`src/rtl/reaction_pkg.sv`:
```
// rtl/reaction_pkg.sv - shared types and constants for the reaction-time game sequencer
package reaction_pkg;

   typedef enum logic [2:0] {
      IDLE,
      ARM,
      GO,
      RESULT,
      FALSE_START,
      TIMEOUT
   } state_t;

   localparam logic [1:0] MODE_NUM    = 2'd0;
   localparam logic [1:0] MODE_BLANK  = 2'd1;
   localparam logic [1:0] MODE_PROMPT = 2'd2;
   localparam logic [1:0] MODE_BLINK  = 2'd3;

   localparam logic [1:0] SEL_LIVE    = 2'd0;
   localparam logic [1:0] SEL_RESULT  = 2'd1;
   localparam logic [1:0] SEL_BEST    = 2'd2;
   localparam logic [1:0] SEL_ERR     = 2'd3;

   localparam logic [13:0] BEST_NONE  = 14'h3FFF;
   localparam logic [10:0] LFSR_SEED  = 11'h5A5;

   // x^11 + x^9 + 1, Fibonacci form shifting towards the MSB
   function automatic logic [10:0] lfsr_next(input logic [10:0] s);
      return {s[9:0], s[10] ^ s[8]};
   endfunction

endpackage

```
`src/rtl/reaction_lfsr.sv`:
```
// rtl/reaction_lfsr.sv - free-running 11-bit LFSR feeding the random pre-go delay
module reaction_lfsr
   import reaction_pkg::*;
(
   input  logic        clk,
   input  logic        rst,
   output logic [10:0] lfsr_o
);

   logic [10:0] lfsr_q;

   always_ff @(posedge clk or posedge rst) begin
      if (rst) begin
         lfsr_q <= LFSR_SEED;
      end else begin
         lfsr_q <= lfsr_next(lfsr_q);
      end
   end

   assign lfsr_o = lfsr_q;

endmodule

```
`src/rtl/reaction_controller.sv`:
```
// rtl/reaction_controller.sv - reaction-game sequencer: random delay, ms timer, best score, display bus
module reaction_controller
   import reaction_pkg::*;
#(
   parameter int          MS_DIV       = 100000,
   parameter int          MIN_DELAY_MS = 1000,
   parameter logic [10:0] DELAY_MASK   = 11'h7FF,
   parameter int          MAX_MS       = 9999
) (
   input  logic        clk,
   input  logic        rst,
   input  logic        btnS,
   input  logic        btnU,
   input  logic        btnD,
   output logic [13:0] number,
   output logic [1:0]  mode,
   output logic [1:0]  select
);

   localparam int             PW         = (MS_DIV > 1) ? $clog2(MS_DIV) : 1;
   localparam logic [PW-1:0]  PRESC_LAST = PW'(MS_DIV - 1);
   localparam logic [13:0]    MAX_CNT    = 14'(MAX_MS);
   localparam logic [13:0]    MAX_LAST   = 14'(MAX_MS - 1);
   localparam logic [11:0]    MIN_DELAY  = 12'(MIN_DELAY_MS);

   state_t        state_q, state_d;
   logic [PW-1:0] presc_q, presc_d;
   logic [13:0]   ms_cnt_q, ms_cnt_d;
   logic [11:0]   delay_q, delay_d;
   logic [13:0]   result_q, result_d;
   logic [13:0]   best_q, best_d;
   logic          new_best_q, new_best_d;
   logic          show_best_q, show_best_d;
   logic [13:0]   number_q, number_d;
   logic [1:0]    mode_q, mode_d;
   logic [1:0]    select_q, select_d;

   logic [10:0]   lfsr;
   logic          tick;
   logic          entry;
   logic [13:0]   delay_last;
   logic [11:0]   new_delay;

   reaction_lfsr u_lfsr (
      .clk    (clk),
      .rst    (rst),
      .lfsr_o (lfsr)
   );

   always_comb begin
      state_d     = state_q;
      ms_cnt_d    = ms_cnt_q;
      delay_d     = delay_q;
      result_d    = result_q;
      best_d      = best_q;
      new_best_d  = new_best_q;
      show_best_d = show_best_q;
      entry       = 1'b0;
      tick        = (presc_q == PRESC_LAST);
      presc_d     = tick ? '0 : presc_q + PW'(1);
      delay_last  = {2'b00, delay_q} - 14'd1;
      new_delay   = MIN_DELAY + {1'b0, lfsr & DELAY_MASK};

      case (state_q)
         ARM: begin
            // a press on the final tick still counts as jumping the gun
            if (btnS) begin
               state_d = FALSE_START;
               entry   = 1'b1;
            end else if (tick) begin
               if (ms_cnt_q == delay_last) begin
                  state_d = GO;
                  entry   = 1'b1;
               end else begin
                  ms_cnt_d = ms_cnt_q + 14'd1;
               end
            end
         end
         GO: begin
            if (btnS) begin
               state_d  = RESULT;
               entry    = 1'b1;
               result_d = ms_cnt_q;
               if (ms_cnt_q < best_q) begin
                  best_d     = ms_cnt_q;
                  new_best_d = 1'b1;
               end else begin
                  new_best_d = 1'b0;
               end
            end else if (tick) begin
               if (ms_cnt_q == MAX_LAST) begin
                  state_d  = TIMEOUT;
                  entry    = 1'b1;
                  result_d = MAX_CNT;
               end else begin
                  ms_cnt_d = ms_cnt_q + 14'd1;
               end
            end
         end
         default: begin
            if (btnS) begin
               state_d     = ARM;
               entry       = 1'b1;
               delay_d     = new_delay;
               show_best_d = 1'b0;
            end else if (btnD) begin
               best_d = BEST_NONE;
            end else if (btnU) begin
               show_best_d = ~show_best_q;
            end
         end
      endcase

      if (entry) begin
         presc_d  = '0;
         ms_cnt_d = '0;
      end
   end

   // display bus lags the game state by one cycle
   always_comb begin
      number_d = 14'd0;
      mode_d   = MODE_BLANK;
      select_d = SEL_LIVE;
      if (show_best_q) begin
         select_d = SEL_BEST;
         if (best_q != BEST_NONE) begin
            number_d = best_q;
            mode_d   = MODE_NUM;
         end
      end else begin
         case (state_q)
            ARM: mode_d = MODE_PROMPT;
            GO: begin
               number_d = ms_cnt_q;
               mode_d   = MODE_NUM;
            end
            RESULT: begin
               number_d = result_q;
               mode_d   = new_best_q ? MODE_BLINK : MODE_NUM;
               select_d = SEL_RESULT;
            end
            FALSE_START: begin
               mode_d   = MODE_BLINK;
               select_d = SEL_ERR;
            end
            TIMEOUT: begin
               number_d = MAX_CNT;
               mode_d   = MODE_BLINK;
               select_d = SEL_ERR;
            end
            default: mode_d = MODE_BLANK;
         endcase
      end
   end

   always_ff @(posedge clk or posedge rst) begin
      if (rst) begin
         state_q     <= IDLE;
         presc_q     <= '0;
         ms_cnt_q    <= '0;
         delay_q     <= '0;
         result_q    <= '0;
         best_q      <= BEST_NONE;
         new_best_q  <= 1'b0;
         show_best_q <= 1'b0;
         number_q    <= '0;
         mode_q      <= MODE_BLANK;
         select_q    <= SEL_LIVE;
      end else begin
         state_q     <= state_d;
         presc_q     <= presc_d;
         ms_cnt_q    <= ms_cnt_d;
         delay_q     <= delay_d;
         result_q    <= result_d;
         best_q      <= best_d;
         new_best_q  <= new_best_d;
         show_best_q <= show_best_d;
         number_q    <= number_d;
         mode_q      <= mode_d;
         select_q    <= select_d;
      end
   end

   assign number = number_q;
   assign mode   = mode_q;
   assign select = select_q;

endmodule
```
`config.mk`:
```
export PLATFORM = sky130hd
export DESIGN_NAME = reaction_controller
export DESIGN_NICKNAME = d
export VERILOG_FILES = /design/src/rtl/reaction_pkg.sv /design/src/rtl/reaction_lfsr.sv /design/src/rtl/reaction_controller.sv
export SDC_FILE = /design/constraint.sdc
export NUM_CORES = 1
export LEC_CHECK = 0
export ABC_AREA = 0
export ABC_CLOCK_PERIOD_IN_PS = 4700
export CAP_MARGIN = 30
export CORE_MARGIN = 5
export CORE_UTILIZATION = 25
export CTS_CLUSTER_DIAMETER = 60
export DETAILED_ROUTE_END_ITERATION = 7
export GPL_TIMING_DRIVEN = 0
export PLACE_DENSITY = 0.42
export SKIP_CTS_REPAIR_TIMING = 1
export SYNTH_ARGS = -nofsm -noshare
export SYNTH_HDL_FRONTEND = slang
export SYNTH_SLANG_ARGS = --single-unit
export TNS_END_PERCENT = 1
```
`constraint.sdc`:
```
create_clock -name clk -period 4.7 [get_ports clk]
set_clock_uncertainty 0.05 [all_clocks]
set_input_delay 0.94 -clock clk [delete_from_list [all_inputs] [get_ports clk]]
set_output_delay 0.94 -clock clk [all_outputs]
set_load 0.005 [all_outputs]
```
==> results.json <==
{
  "crit_fanout": 10,
  "min_to": "u_lfsr.lfsr_o[2]",
  "syn_area_sq_um": 5620,
  "critPathLaunch": "btnS",
  "ys_ff_latch": 105,
  "via_count": 4214,
  "worstHoldPathType": "reg2reg",
  "grtUsageMet3_pct": 2.40,
  "initial_core_util_pct": 25.6,
  "chipHeight_um": 160,
  "placedCellCount": 870,
  "clk_latency_ps": 360,
  "rrSetupSlack_ps": 1280,
  "cp-start-kind": "primary input",
  "r2r_cells": 11,
  "cts_made_buffers": 9,
  "synth.top_cell.area_share_pct": 37.4,
  "clock_tree.buffer_depth": 2,
  "viasPerCell": 4.76,
  "path_clk_slew_ps": 70,
  "grt_pass1_vias": 4251,
  "hold_viol": 0,
  "async_flop_share_pct": 100,
  "synth_edf_count": 0,
  "rr_startpoint": "presc_q[0]",
  "groute.layer.met2.usage_pct": 19.5,
  "globalRouteMet1Util_pct": 14.8,
  "synth_area_leader_cell": "dfrtp_1",
  "grt_overflow": 0,
  "synth_area_per_cell_sq_um": 9.91,
  "fin_area_sq_um": 6520,
  "fin_tns_setup_ps": 0,
  "syn_inst": 567,
  "synth_common_cells": "84 x dfrtp_1, 55 x nand2_1, 48 x nor2_1",
  "min_period_over_period_pct": 73.3,
  "drv_cap": 0,
  "yosysWarnings": 0,
  "routedWlPerCell_um": 16.2,
  "finalMaxSlewViolations": 0,
  "antennaDiodeCount": 0,
  "arrival_ps": 3670,
  "max_slew.worst_pin.slew_ps": 795,
  "gp_routability_congestion": 0.802,
  "p_per_area_nw_per_um2": 377,
  "grt_max_degree": 63,
  "die-area_sq_um": 25600,
  "period_needed_ps": 3440,
  "drt-pass1-iter-count": 4,
  "finalNonFillerCells": 886,
  "min-delay-start": "u_lfsr.lfsr_o[1]",
  "cts_tree": "yes",
  "setup_viol": 0,
  "drive_above_1_share_pct": 12.5,
  "clock_sinks": 105,
  "critPathKind": "in2reg",
  "endpoint_kind": "flip-flop",
  "ir_drop_uv": 176,
  "final_nets": 626,
  "htree_levels": 3,
  "drc": 0,
  "yosysSeqAreaShare_pct": 47.2,
  "status": "finished, final reports clean",
  "ys.flop_type": "dfrtp_1",
  "nFillCells": 2276,
  "whs_path_depth": 0,
  "final_util_pct": 29.7,
  "rows": 54,
  "placed_cell_area_sq_um": 6220,
  "slew_headroom_pct": 47.0,
  "drt-total-wl_mm": 14.3,
  "clock-root-buffer": "clkbuf_16",
  "timing.hold.ws_ps": 330,
  "cp.required_ps": 4930,
  "die_w_um": 160,
  "syn2layout_area_growth_pct": 16.1,
  "core_area_sq_um": 22000,
  "antenna_found_initial": 0,
  "grt_setup_unrepaired": "no",
  "hpwl_mm": 10.7,
  "io-pin-count": 23,
  "syn_nets": 592,
  "synth_most_common_cell": "dfrtp_1",
  "fmax_mhz": 290,
  "ys_top_cells_by_area": "dfrtp_1 37%, dfstp_2 9.8%, ha_1 4.5%, xnor2_1 3.7%, nand2_1 3.7%",
  "worstReg2RegEnd": "ms_cnt_q[3]",
  "p_leak_nw": 2.90,
  "ys_types": 65,
  "drt_iter0_markers": 211,
  "io_buffers": 22,
  "drtAntennaViolNets": 0,
  "grt_pass1_wl_mm": 23.8,
  "grt-busiest-layer": "met2",
  "grt_usage_pct": 11.6
}
[cell families after synthesis]
logic type,after synthesis,share of synthesized area [%]
and+or+nand+nor,193,17.4
AOI/OAI and AO/OA,131,16.8
DFF,105,47.2
buffers and inverters,62,4.81
xor gates and xnor gates,42,6.54
adders and majority gates,20,4.45
muxes,14,2.72
[metrics by stage]
step                      worst slack, ps  total power, mW
after global placement               -740             1.69
final                                1260             2.46
after detailed placement              891             1.70
after floorplan                       984             1.47
after global routing                  930             2.61
after CTS                            1240             2.50
[metal layers]
layer  vias to the layer above  wire length (um)
met1                      2044              6510
met5                         -                 0
met3                        18               478
li1                       2082                 -
met2                        70              6990
met4                         0               334
[critical path: stages]
cell             delay (ps)
clkdlybuf4s50_1         480
clkbuf_1                320
or2_2                   180
clkbuf_1                280
nand3_1                 300
and2_4                  240
buf_8                   140
or4_2                   600
a21oi_1                 170
[cell usage in the layout (no fill, tap or decap), drive strengths merged, types with 4 or more instances in the layout]
cell	Yosys	layout
o22a	22	22
o21ai	38	38
mux2i	7	7
nand4	14	14
buf	11	12
nand2b	8	8
or2	4	4
xnor2	24	24
mux2	7	7
or4	4	4
o31ai	6	6
nor3	11	11
nor4	9	9
nand3	17	17
ha	20	20
xor2	18	18
inv	30	33
clkdlybuf4s50	0	22
nor2	48	48
dfstp	21	21
a21oi	15	15
a21o	15	15
dfrtp	84	84
nand2	56	56
a211oi	5	5
a22oi	8	8
clkbuf	21	31
[sequential cells by signal, summed over array words and instances, names as in the netlist]
| register | flops |
|---|---|
| best_q | 14 |
| delay_q | 12 |
| mode | 2 |
| ms_cnt_q | 14 |
| new_best_q | 1 |
| number | 14 |
| presc_q | 17 |
| result_q | 14 |
| select | 2 |
| show_best_q | 1 |
| state_q | 3 |
| u_lfsr.lfsr_o | 11 |
[final cells by class]
| cell class | count | area [sq um] | share of cell area (%) |
|---|---|---|---|
| well taps | 280 | 350 | 5.37 |
| inverters | 30 | 115 | 1.76 |
| multi-input cells | 400 | 2700 | 41.3 |
| clock buffers | 10 | 229 | 3.51 |
| repair buffers | 23 | 248 | 3.80 |
| plain buffers | 32 | 158 | 2.42 |
| flip-flops and latches | 105 | 2650 | 40.7 |
| clock inverters | 6 | 72.6 | 1.11 |
[report_power, final]
part / total (mW) / internal, mW / switching, mW
Sequential: 1.06 / 0.992 / 0.0684
Clock: 0.782 / 0.422 / 0.361
Combinational: 0.613 / 0.275 / 0.338
Total: 2.46 / 1.69 / 0.767
[how the worst max path moves through the flow]
stage                   end  slack, ps  cells past startpoint
5_1_grt          presc_q[4]        930                     11
3_3_place_gp     number[12]       -740                      2
6_report        ms_cnt_q[3]       1260                      9
2_1_floorplan    delay_q[0]        980                      1
4_1_cts        ms_cnt_q[11]       1240                     11
3_5_place_dp    ms_cnt_q[3]        890                      9
(Power assumes the default switching activity.)
